### config.mk
export PLATFORM = sky130hd
export DESIGN_NAME = aibcr3_phase_gate_seq
export DESIGN_NICKNAME = d
export VERILOG_FILES = /design/src/rtl/aibcr3_phase_gate_seq.sv
export SDC_FILE = /design/constraint.sdc
export NUM_CORES = 1
export LEC_CHECK = 0
export CORE_MARGIN = 2
export CORE_UTILIZATION = 56
export DETAILED_ROUTE_END_ITERATION = 8
export GPL_TIMING_DRIVEN = 0
export PLACE_DENSITY = 0.85
export SETUP_SLACK_MARGIN = 0.3
export SLEW_MARGIN = 20
export SYNTH_ARGS = -nofsm -noshare
export SYNTH_HDL_FRONTEND = slang
export SYNTH_SLANG_ARGS = --single-unit
### constraint.sdc
create_clock -name i_clk -period 3 [get_ports i_clk]
set_clock_uncertainty 0.15 [all_clocks]
set_input_delay 0.6 -clock i_clk [delete_from_list [all_inputs] [get_ports i_clk]]
set_output_delay 0.6 -clock i_clk [all_outputs]
set_load 0.02 [all_outputs]
### src/rtl/aibcr3_phase_gate_seq.sv
// rtl/aibcr3_phase_gate_seq.sv - staggered wake/power-down sequencer for the 8-phase split/align clock path
module aibcr3_phase_gate_seq #(
   parameter int NPH      = 8,
   parameter int SETTLE_W = 8
) (
   input  logic                i_clk,
   input  logic                i_reset,
   input  logic                i_pwrdn_req,
   input  logic [SETTLE_W-1:0] i_cfg_settle,
   input  logic [NPH-1:0]      i_cfg_phase_en,
   output logic                o_split_en,
   output logic [NPH-1:0]      o_gate_en,
   output logic                o_pwrdn_ack,
   output logic                o_active_rdy,
   output logic                o_busy
);

   // Index width covers NPH-1; one extra pointer bit leaves room for the
   // end-of-walk markers (NPH going up, all-ones going down).
   localparam int IW = (NPH > 1) ? $clog2(NPH) : 1;
   localparam int PW = IW + 1;
   localparam logic [PW-1:0] PTR_LAST = PW'(NPH - 1);
   localparam logic [PW-1:0] PTR_END  = PW'(NPH);
   localparam logic [PW-1:0] PTR_DONE = '1;

   typedef enum logic [2:0] {
      ST_OFF,
      ST_WAKE_SPLIT,
      ST_UNGATE,
      ST_ACTIVE,
      ST_GATE,
      ST_SPLIT_OFF
   } state_t;

   state_t              r_state;
   logic [SETTLE_W-1:0] r_settle;
   logic [SETTLE_W-1:0] r_cnt;
   logic [NPH-1:0]      r_mask;
   logic [PW-1:0]       r_ptr;
   logic                r_split_en;
   logic [NPH-1:0]      r_gate_en;
   logic                r_pwrdn_ack;
   logic                r_active_rdy;
   logic                r_busy;
   logic [IW-1:0]       w_idx;

   assign w_idx        = r_ptr[IW-1:0];
   assign o_split_en   = r_split_en;
   assign o_gate_en    = r_gate_en;
   assign o_pwrdn_ack  = r_pwrdn_ack;
   assign o_active_rdy = r_active_rdy;
   assign o_busy       = r_busy;

   // Sequencer FSM: one gate_en bit changes per cycle at most, and split_en
   // brackets every cycle in which any phase may be running.
   always_ff @(posedge i_clk or posedge i_reset) begin
      if (i_reset) begin
         r_state      <= ST_OFF;
         r_settle     <= '0;
         r_cnt        <= '0;
         r_mask       <= '0;
         r_ptr        <= '0;
         r_split_en   <= 1'b0;
         r_gate_en    <= '0;
         r_pwrdn_ack  <= 1'b1;
         r_active_rdy <= 1'b0;
         r_busy       <= 1'b0;
      end else begin
         case (r_state)
            ST_OFF: begin
               if (!i_pwrdn_req) begin
                  r_state     <= ST_WAKE_SPLIT;
                  r_settle    <= i_cfg_settle;
                  r_mask      <= i_cfg_phase_en;
                  r_cnt       <= i_cfg_settle;
                  r_split_en  <= 1'b1;
                  r_pwrdn_ack <= 1'b0;
                  r_busy      <= 1'b1;
               end
            end
            ST_WAKE_SPLIT: begin
               if (r_cnt != '0) begin
                  r_cnt <= r_cnt - SETTLE_W'(1);
               end else begin
                  r_state <= ST_UNGATE;
                  r_ptr   <= '0;
               end
            end
            ST_UNGATE: begin
               // Masked phases still take their slot so latency is fixed.
               if (r_ptr == PTR_END) begin
                  r_state      <= ST_ACTIVE;
                  r_active_rdy <= 1'b1;
                  r_busy       <= 1'b0;
               end else begin
                  r_gate_en[w_idx] <= r_mask[w_idx];
                  r_ptr            <= r_ptr + PW'(1);
               end
            end
            ST_ACTIVE: begin
               if (i_pwrdn_req) begin
                  r_state      <= ST_GATE;
                  r_ptr        <= PTR_LAST;
                  r_settle     <= i_cfg_settle;
                  r_active_rdy <= 1'b0;
                  r_busy       <= 1'b1;
               end
            end
            ST_GATE: begin
               // Phases close in reverse order of opening.
               if (r_ptr == PTR_DONE) begin
                  r_state <= ST_SPLIT_OFF;
                  r_cnt   <= r_settle;
               end else begin
                  r_gate_en[w_idx] <= 1'b0;
                  r_ptr            <= r_ptr - PW'(1);
               end
            end
            ST_SPLIT_OFF: begin
               if (r_cnt != '0) begin
                  r_cnt <= r_cnt - SETTLE_W'(1);
               end else begin
                  r_state     <= ST_OFF;
                  r_split_en  <= 1'b0;
                  r_pwrdn_ack <= 1'b1;
                  r_busy      <= 1'b0;
               end
            end
            default: begin
               r_state      <= ST_OFF;
               r_split_en   <= 1'b0;
               r_gate_en    <= '0;
               r_pwrdn_ack  <= 1'b1;
               r_active_rdy <= 1'b0;
               r_busy       <= 1'b0;
            end
         endcase
      end
   end

endmodule

==> metrics.txt <==
outcome=finished, final reports clean; clock period minus final worst setup slack=about 2.5 ns; Routed Antenna Nets=0; first-pass GRT wire length=just over 10 mm; RSZ-0062 raised after global routing=false; sw frac=between 40 and 50%; max-slew violations=0; Setup crit end kind=flop; Net Count, Synth=268; post-CTS sizing=0; setup TNS=0 ns; CP max stage delay=between 0.5 and 0.6 ns; clk slew on worst S/H paths=about 0.07 ns; Max Cap Viol=0; fraction of power consumed by the clock network=about 13%; Post-synth ARST share=100%; total wire length=just under 6 mm; Final Cycle Share=between 80 and 90%; Avg Cell Area, Syn=roughly 11 um^2; Synth Register Bits=43; cell taking the most area after synthesis=dfrtp_1; Die Span Y=around 73 um; EDFF count, synth=0; Flop pwr share=36.1%; Mapped Cells=roughly 240; Clock Sinks=43; Post-CTS Repair Setup Buffers=0; DP HPWL=approximately 4.2 mm; Layout area overhead=17.0%; row count=24; endpoints failing hold=0; synth cell count leaders=dfrtp_1 (42), mux2_2 (17), inv_1 (14); switching pwr=~1.1 mW; antenna violations before repair=0; Int Pwr=~1.6 mW; Die Wd=between 70 and 80 um; clock root buffer=clkbuf_8; GRT overflow=0; routability congestion estimate=around 0.86; routed len/inst=17.5 um; synth top area cells=dfrtp_1 (40%), mux2_2 (7.3%), o2bb2ai_1 (4.0%), a2bb2oi_1 (2.7%), inv_1 (2.0%); Ys Warns=0; Post-synth top flop=dfrtp_1; maximum VDD drop=0.000462 V; CTS tree=built; most frequent cell after synthesis=dfrtp_1; critical path class=reg -> reg; Leak=~1.3 nW; cell area after synthesis=approximately 2600 um^2; GRT Total Usage=24.7%; PwrDens=between 800 and 900 nW/um^2; post-synth cell types=67; H-tree depth reported by CTS=2; DR vias/cell=6.46; CP max FO=11; R2R depth=7; cts hold-fix bufs=0; pin count of the biggest net entering global routing=33; Vias=between 2000 and 2500; Filler cells=approximately 350; f_max=around 0.4 GHz; max_slew headroom=between 50% and 60%; DRT Pass-1 Iters=4; Pwr Total=~2.7 mW; Hold Crit Class=reg -> reg; TritonCTS Buffers=5; share of cells above drive strength 1=between 20% and 30%; I/O Pins=31; share of the synthesized area in the top cell type=39.9%; hold path cells=2; Worst Path Required=between 3 and 4 ns; Critical-path top delay cell=nor3b_4; vias in the first global route=roughly 2100; Worst-Skew Late Latency=0.30 ns; # port buffers=29; combinational power share=about half; Die Area=roughly 5300 um^2; antenna cells=0; DRT iter0 DRCs=206; Worst-Margin Slew=around 0.67 ns; clk buf depth=2; startpoint types=flop; final setup vio count=0; critical path, cell by cell=buf_6 -> nor3b_4 -> inv_4 -> fa_1 -> nor2b_1 -> o22ai_1 -> mux2_4; post-synthesis sequential area ratio=between 40 and 50%; core area=between 4000 and 5000 um^2; critical path arrival=2.53 ns; drc violations=0; Final #Nets=305; Starting Density=approximately three fifths
[kinds of logic after synthesis]
kind of cell / count (synthesis) / synth area share, %
fa+ha+maj: 5 / 2.66
mux: 26 / 11.6
compound gates: 72 / 23.0
simple gates: 65 / 15.2
flops: 43 / 40.9
buf+inv: 31 / 5.98
xor+xnor: 2 / 0.665
[cells in the final DEF (no fill, tap or decap), types with 2 or more instances in the layout]
cell type / netlist / layout
o21ai_0: 6 / 6
a41oi_1: 2 / 2
a22o_1: 3 / 3
or3_1: 2 / 2
dfrtp_1: 42 / 42
a221oi_1: 2 / 2
and3_1: 4 / 4
nand2_1: 11 / 11
o31ai_1: 2 / 2
inv_1: 14 / 13
nand4_1: 3 / 3
a311oi_1: 3 / 3
o22ai_1: 4 / 4
mux2_2: 17 / 17
a2bb2oi_1: 8 / 8
mux2i_1: 5 / 5
mux2_4: 2 / 2
nor2_1: 13 / 13
buf_6: 2 / 2
clkbuf_1: 2 / 3
xnor2_1: 2 / 2
a222oi_1: 3 / 3
buf_4: 4 / 4
clkbuf_8: 0 / 5
nand2b_1: 3 / 3
nand3_1: 8 / 8
ha_1: 4 / 4
a21oi_1: 7 / 7
clkdlybuf4s50_1: 0 / 29
a31oi_1: 3 / 3
nor3_1: 5 / 5
nor4_4: 2 / 2
o2bb2ai_1: 12 / 12
buf_2: 7 / 7
o211ai_1: 2 / 2
nor2b_1: 2 / 2
[area by class of cell]
cell class | count | area (um^2) | area share (%)
Sequential cell | 43 | 1080 | 34.9
Clock buffer | 6 | 72.6 | 2.35
Tap cell | 52 | 65.1 | 2.11
Multi-Input combinational cell | 170 | 1400 | 45.4
Timing Repair Buffer | 30 | 310 | 10.1
Buffer | 16 | 98.8 | 3.21
Inverter | 15 | 58.8 | 1.91
[worst max-delay path: cells and delay by family, from the launching register on]
family,cells,cell delay (ns)
AND/OR/NAND/NOR,2,0.68
flip-flops,1,0.42
AO/OA/AOI/OAI,1,0.10
adder cells (fa/ha/maj),1,0.53
buffers and inverters,2,0.26
multiplexers,1,0.26
[path summary, 6_finish.rpt]
check,slack [ns],startpoint,to
min,0.32,o_pwrdn_ack$_DFFE_PP1P_,o_pwrdn_ack$_DFFE_PP1P_
max in group asynchronous,1.85,i_reset,r_state[0]$_DFFE_PP0P_
max reg2reg,0.50,r_state[1]$_DFFE_PP0P_,r_ptr[1]$_DFFE_PP0P_
min reg2reg,0.32,o_pwrdn_ack$_DFFE_PP1P_,o_pwrdn_ack$_DFFE_PP1P_
min in group asynchronous,0.40,i_reset,o_split_en$_DFFE_PP0P_
max,0.50,r_state[1]$_DFFE_PP0P_,r_ptr[1]$_DFFE_PP0P_
[metrics by stage]
step | area [um^2] | hold WS, ns | instances | worst slack, ns | utilization (%)
floorplan | 2640 | 0.330 | 244 | 0.790 | -
global placement | 2990 | 0.308 | 325 | 0.331 | 67.3
detailed placement | 3010 | 0.319 | 326 | 0.549 | 67.7
CTS | 3080 | 0.332 | 332 | 0.537 | 69.4
global route | 3080 | 0.351 | 332 | 0.358 | 69.4
finish | 3080 | 0.324 | 332 | 0.503 | 69.4
[state kept, by name, summed over array words and instances (netlist names)]
signal	cells
r_state	3
o_split_en	1
r_cnt	8
o_gate_en	8
r_settle	8
r_ptr	4
o_pwrdn_ack	1
o_active_rdy	1
o_busy	1
r_mask	8
[power by group through the flow]
stage	clock [mW]	sequential [mW]	combinational [mW]
5_1_grt	0.376	1.00	1.50
6_report	0.344	0.971	1.37
2_1_floorplan	0	0.955	1.06
3_5_place_dp	0	0.979	1.36
4_1_cts	0.355	0.968	1.36
3_3_place_gp	0	0.963	1.31
[routing by layer]
layer	track usage, %	up-vias	share of wire [%]
met5	0	-	0
met3	3.73	6	6.4
li1	-	1001	-
met2	38.2	79	48
met1	35.0	1060	44
met4	10.3	0	1.5
No activity file was read; power rests on OpenSTA's default activity.
